--- src/rtl/angstrom_pkg.sv ---
// angstrom_pkg: constants and types shared by the pc and the call stack.
//   ADDR_W       instruction address width, common to pc and call_stack
//   STACK_DEPTH  default number of return-address entries
//   req_e        classification of one cycle's CALL/RET request
//   decode_req   maps the raw request lines plus stack state onto req_e
package angstrom_pkg;

    localparam int ADDR_W      = 12;
    localparam int STACK_DEPTH = 8;

    typedef enum logic [2:0] {
        REQ_NONE,
        REQ_CALL,
        REQ_RET,
        REQ_OVERFLOW,
        REQ_UNDERFLOW,
        REQ_CONFLICT
    } req_e;

    // Full/empty are the values from the depth registered before this edge,
    // so a request every cycle is judged against the settled stack state.
    function automatic req_e decode_req(
        input logic call,
        input logic ret,
        input logic full,
        input logic empty
    );
        req_e r;
        r = REQ_NONE;
        if (call && ret) begin
            r = REQ_CONFLICT;
        end else if (call) begin
            r = full ? REQ_OVERFLOW : REQ_CALL;
        end else if (ret) begin
            r = empty ? REQ_UNDERFLOW : REQ_RET;
        end
        return r;
    endfunction

endpackage

--- src/rtl/call_stack_lifo_mem.sv ---
// lifo_mem: DEPTH x WIDTH register array backing the return-address stack.
//   clk_i    clock, writes on the rising edge
//   we_i     write enable
//   waddr_i  write index
//   wdata_i  write data
//   raddr_i  read index
//   rdata_o  read data, combinational from raddr_i
// Contents are not reset; a slot is only read after it has been written.
module lifo_mem #(
    parameter int DEPTH = 8,
    parameter int WIDTH = 12
) (
    input  logic                     clk_i,
    input  logic                     we_i,
    input  logic [$clog2(DEPTH)-1:0] waddr_i,
    input  logic [WIDTH-1:0]         wdata_i,
    input  logic [$clog2(DEPTH)-1:0] raddr_i,
    output logic [WIDTH-1:0]         rdata_o
);

    logic [WIDTH-1:0] mem [DEPTH];

    always_ff @(posedge clk_i) begin
        if (we_i) begin
            mem[waddr_i] <= wdata_i;
        end
    end

    assign rdata_o = mem[raddr_i];

endmodule

--- src/rtl/call_stack.sv ---
// call_stack: return-address stack feeding the pc's jump inputs.
//   clk_i, rst_i         clock; asynchronous active-high reset
//   call_i, ret_i        CALL / RET request for this cycle
//   pc_i                 current instruction address
//   call_addr_i          CALL target
//   jmp_en_o, jmp_addr_o registered one-cycle jump strobe and target
//   depth_o, full_o, empty_o   stack occupancy (combinational from depth)
//   overflow_o, underflow_o, conflict_o   sticky error flags
// CALL pushes pc_i+1 and jumps to call_addr_i; RET pops and jumps to the
// popped address. Rejected requests produce no strobe and set a flag.
module call_stack #(
    parameter int ADDR_W = angstrom_pkg::ADDR_W,
    parameter int DEPTH  = angstrom_pkg::STACK_DEPTH
) (
    input  logic                       clk_i,
    input  logic                       rst_i,
    input  logic                       call_i,
    input  logic                       ret_i,
    input  logic [ADDR_W-1:0]          pc_i,
    input  logic [ADDR_W-1:0]          call_addr_i,
    output logic                       jmp_en_o,
    output logic [ADDR_W-1:0]          jmp_addr_o,
    output logic [$clog2(DEPTH+1)-1:0] depth_o,
    output logic                       full_o,
    output logic                       empty_o,
    output logic                       overflow_o,
    output logic                       underflow_o,
    output logic                       conflict_o
);

    import angstrom_pkg::*;

    localparam int DW = $clog2(DEPTH + 1);
    localparam int IW = $clog2(DEPTH);

    logic [DW-1:0]     depth_q, depth_d;
    logic              jmp_en_q, jmp_en_d;
    logic [ADDR_W-1:0] jmp_addr_q, jmp_addr_d;
    logic              overflow_q, overflow_d;
    logic              underflow_q, underflow_d;
    logic              conflict_q, conflict_d;

    req_e              req;
    logic              mem_we;
    logic [IW-1:0]     waddr;
    logic [IW-1:0]     raddr;
    logic [ADDR_W-1:0] push_data;
    logic [ADDR_W-1:0] top_data;

    assign full_o  = (depth_q == DW'(DEPTH));
    assign empty_o = (depth_q == '0);
    assign depth_o = depth_q;

    assign req = decode_req(call_i, ret_i, full_o, empty_o);

    // A push only happens when not full, so depth fits in the index width;
    // the pop index wraps when empty but is then never used.
    assign waddr     = depth_q[IW-1:0];
    assign raddr     = depth_q[IW-1:0] - IW'(1);
    assign push_data = pc_i + ADDR_W'(1);
    assign mem_we    = (req == REQ_CALL);

    lifo_mem #(
        .DEPTH (DEPTH),
        .WIDTH (ADDR_W)
    ) u_mem (
        .clk_i   (clk_i),
        .we_i    (mem_we),
        .waddr_i (waddr),
        .wdata_i (push_data),
        .raddr_i (raddr),
        .rdata_o (top_data)
    );

    always_comb begin
        depth_d     = depth_q;
        jmp_en_d    = 1'b0;
        jmp_addr_d  = jmp_addr_q;
        overflow_d  = overflow_q;
        underflow_d = underflow_q;
        conflict_d  = conflict_q;
        case (req)
            REQ_CALL: begin
                depth_d    = depth_q + DW'(1);
                jmp_en_d   = 1'b1;
                jmp_addr_d = call_addr_i;
            end
            REQ_RET: begin
                depth_d    = depth_q - DW'(1);
                jmp_en_d   = 1'b1;
                jmp_addr_d = top_data;
            end
            REQ_OVERFLOW:  overflow_d  = 1'b1;
            REQ_UNDERFLOW: underflow_d = 1'b1;
            REQ_CONFLICT:  conflict_d  = 1'b1;
            default: ;
        endcase
    end

    always_ff @(posedge clk_i or posedge rst_i) begin
        if (rst_i) begin
            depth_q     <= '0;
            jmp_en_q    <= 1'b0;
            jmp_addr_q  <= '0;
            overflow_q  <= 1'b0;
            underflow_q <= 1'b0;
            conflict_q  <= 1'b0;
        end else begin
            depth_q     <= depth_d;
            jmp_en_q    <= jmp_en_d;
            jmp_addr_q  <= jmp_addr_d;
            overflow_q  <= overflow_d;
            underflow_q <= underflow_d;
            conflict_q  <= conflict_d;
        end
    end

    assign jmp_en_o    = jmp_en_q;
    assign jmp_addr_o  = jmp_addr_q;
    assign overflow_o  = overflow_q;
    assign underflow_o = underflow_q;
    assign conflict_o  = conflict_q;

endmodule

--- config.mk ---
export PLATFORM = sky130hd
export DESIGN_NAME = call_stack
export DESIGN_NICKNAME = d
export VERILOG_FILES = /design/src/rtl/angstrom_pkg.sv /design/src/rtl/call_stack_lifo_mem.sv /design/src/rtl/call_stack.sv
export SDC_FILE = /design/constraint.sdc
export NUM_CORES = 1
export LEC_CHECK = 0
export ABC_CLOCK_PERIOD_IN_PS = 7890
export BUFFER_PORTS_ARGS = -buffer_cell sky130_fd_sc_hd__buf_4
export CAP_MARGIN = 20
export CORE_MARGIN = 2
export CORE_UTILIZATION = 56
export DETAILED_ROUTE_END_ITERATION = 6
export MAX_ROUTING_LAYER = met4
export PLACE_DENSITY_LB_ADDON = 0.15
export REMOVE_ABC_BUFFERS = 1
export SLEW_MARGIN = 0
export SYNTH_ARGS = -nofsm -noshare
export SYNTH_HDL_FRONTEND = slang
export SYNTH_SLANG_ARGS = --single-unit
--- constraint.sdc ---
create_clock -name clk_i -period 7.89 [get_ports clk_i]
set_clock_uncertainty 0.2 [all_clocks]
set_input_delay 0 -clock clk_i [delete_from_list [all_inputs] [get_ports clk_i]]
set_output_delay 0 -clock clk_i [all_outputs]
set_load 0.05 [all_outputs]
==> flow_summary.toml <==
[cts]
clkLatencyLatePin_ns = 0.51
hold_buffers = 30
cts_sinks = 116
cts_buffers = 17
ctsRootBufferMaster = "clkbuf_8"
ctsResizeCount = 0
cts_tree = "yes"
clkTransAtPathRegs_ns = 0.06
post_cts_buffers = 0
htree_num_levels = 4
max-clock-path-buffers = 2

[floorplan]
fp.coreArea_mm2 = 0.008636
die_h_um = 97.83
row_count = 34
floorplan.initialDensity_pct = 57.08
io_pins = 50
die_x_um = 97.83
die_area_mm2 = 0.009570

[timing]
hold_violations = 0
period_minus_slack_ns = 3.554
maxSlewViolCount = 0
finalCritPeriodShare_pct = 45.05
relSlewSlack_pct = 31.60
fin_tns_setup_ns = 0
rsz0062_at_grt = "no"
setup_viol = 0
clock.fmax_mhz = 281.3
tightestPinTransition_ns = 1.020

[global_route]
grt_first_pass_wirelength_um = 18150
overflow = 0
grt_max_degree = 97
antenna_found_initial = 0
grt_usage_pct = 26.15
grt_pass1_vias = 3279

[critical_path]
critPathTopFamily = "compound AO/OA/AOI/OAI gates"
cp_cell_sequence = "inv_1 -> ha_2 -> xor2_2 -> a2111oi_0 -> o41ai_1 -> o221a_1"
start_kind = "register"
cp_num_cells = 6
slowest_stage = "xor2_2"
regToRegSetupSlack_ns = 4.34
cp-end-kind = "register"
crit_type = "register to register"
ff2ff_path_depth = 6
crit_path_max_fanout = 27
r2r-start = "depth_o[0]"
r2r_end = "jmp_addr_o[8]"
worst_path_largest_cell_delay_ns = 0.81
cp.required_ns = 8.13
critPathArrivalTime_ns = 3.80
cp_num_buf_inv = 1

[logic_synthesis]
synth_seq_cells = 116
yosysWarnings = 0
seq_area_frac_synth_pct = 68.63
synth_top_area_cell = "edfxtp_1"
syn_area_per_cell_um2 = 14.72
synth_top_area_share_pct = 58.48
synthAdderAreaFrac_pct = 0.7614
postSynthCellCount = 335
synth_top_family_by_area = "compound AO/OA/AOI/OAI gates"
synth_compound_area_share_pct = 14.49
synthMuxAreaShare_pct = 0.4569
ys_types = 35
synthSimpleGateAreaFrac_pct = 10.08
yosys-top-cells-area = "edfxtp_1, dfrtp_1, a2111oi_0, nor2b_1, o221a_1"
synth-xor-area-share_pct = 2.995
synthesis.area_mm2 = 0.004930

[detailed_routing]
vias_per_cell = 6.164
drt_first_iter_violations = 269
dr_total_vias = 3341
routed_wl_um = 11730
wire_per_inst_um = 21.65
dr.pass1.iters = 5
route.detailed.drc = 0
drtAntennaViolNets = 0

[power_and_ir_drop]
powerDensity_mw_per_mm2 = 399.7
vdd_drop_max_uv = 370.8
leakage_nw = 2.193

[final_layout]
seq_area_mm2 = 0.003383
postLayoutCellArea_mm2 = 0.006367
nets = 452
num-fill-cells = 534
antenna_cells = 0
layout_commonest_cell = "edfxtp_1"
synthToLayoutAreaGrowth_pct = 29.16
drive_gt1_share_pct = 24.19
multiInputGateArea_mm2 = 0.001448
layout_common_cells = "edfxtp_1, buf_4, nor2b_1"

[hold_path]
hp-class = "input port to async pin"

[run]
cap_violations = 0

[placement]
gp_congestion = 0.8098
dp_hpwl_um = 6569
portBuffers = 49
placed_area_mm2 = 0.005420

[status]
run_status = "complete, no violations"
-- synthesized netlist by cell type (all sizes together) --
cell type  count
nor3b          1
edfxtp        96
mux2           2
a31o           1
nand3          4
and3           1
nor4           1
a2111oi       48
nor2b         50
nor3           4
clkbuf        14
o31ai          1
nand2         13
nand4          2
nand2b         1
o21a           1
o41ai         12
dfrtp         20
ha             3
and2b          1
o221a         12
or2            1
nor2           8
xor2           6
a21oi          2
inv            7
buf            9
or4            1
o21ai          1
xnor2         10
a21o           2
-- metrics by stage --
stage | setup WS (ns) | power, mW | std cells | utilization (%) | hold slack [ns]
after floorplan | 3.603 | 1.433 | 312 | - | -0.2362
after global placement | 4.394 | 1.720 | 477 | 62.76 | 0.03601
after detailed placement | 4.317 | 1.740 | 477 | 62.76 | 0.03477
after CTS | 4.237 | 2.541 | 539 | 73.34 | 0.05133
after global routing | 4.148 | 2.660 | 542 | 73.73 | 0.09940
final | 4.336 | 2.545 | 542 | 73.73 | 0.03157
-- power breakdown --
part / switching, mW / total, mW / internal, mW / leakage (nW)
clock: 0.264 / 0.784 / 0.520 / 0.298
sequential: 0.0602 / 0.814 / 0.754 / 1.09
combinational: 0.660 / 0.948 / 0.287 / 0.804
-- area by class of cell --
cell class	instances	area share [%]
inverter	7	0.4127
clock inverter	13	2.849
timing repair buffer	90	11.97
sequential	116	53.13
multi-input combinational	189	22.74
tap	108	2.122
clock buffer	19	6.779
-- sequential cells by signal (all words and copies together) (netlist names) --
name and cells:
conflict_o 1, depth_o 4, jmp_addr_o 12, jmp_en_o 1, overflow_o 1, u_mem.mem 96, underflow_o 1
-- worst max-delay path by stage --
stage / from / endpoint / slack (ns)
final: depth_o[0] / jmp_addr_o[8] / 4.34
after global routing: depth_o[0] / jmp_addr_o[9] / 4.15
after CTS: depth_o[0] / depth_o[2] / 4.24
after detailed placement: depth_o[0] / u_mem.mem[1][7] / 4.32
after global placement: depth_o[0] / u_mem.mem[1][6] / 4.39
after floorplan: depth_o[0] / jmp_addr_o[10] / 3.60
-- kinds of logic (layout without fill, tap and decap cells) --
group,after synthesis,count (layout)
multiplexers,2,2
AO/OA/AOI/OAI,80,80
AND/OR/NAND/NOR,88,88
buffers and inverters,30,129
adder cells (fa/ha/maj),3,3
flip-flops,116,116
XOR/XNOR,16,16
-- metal layers --
metal  part of all wire (%)  global-route usage [%]  vias up
met5                      0                       -        -
met2                     49                   39.41      147
li1                       -                       -     1516
met1                     43                   35.60     1662
met4                    1.3                   8.547        0
met3                    7.0                   6.228       16
-- worst reg2reg max path: cells and delay by family, from the launching register on --
| kind | cells | cell delay [ns] |
|---|---|---|
| adders and majority gates | 1 | 0.43 |
| xor gates and xnor gates | 1 | 0.81 |
| AOI/OAI and AO/OA | 3 | 0.99 |
| DFF | 1 | 0.38 |
| buffers and inverters | 1 | 0.67 |
Note: power is estimated with default switching activity, not from simulation.
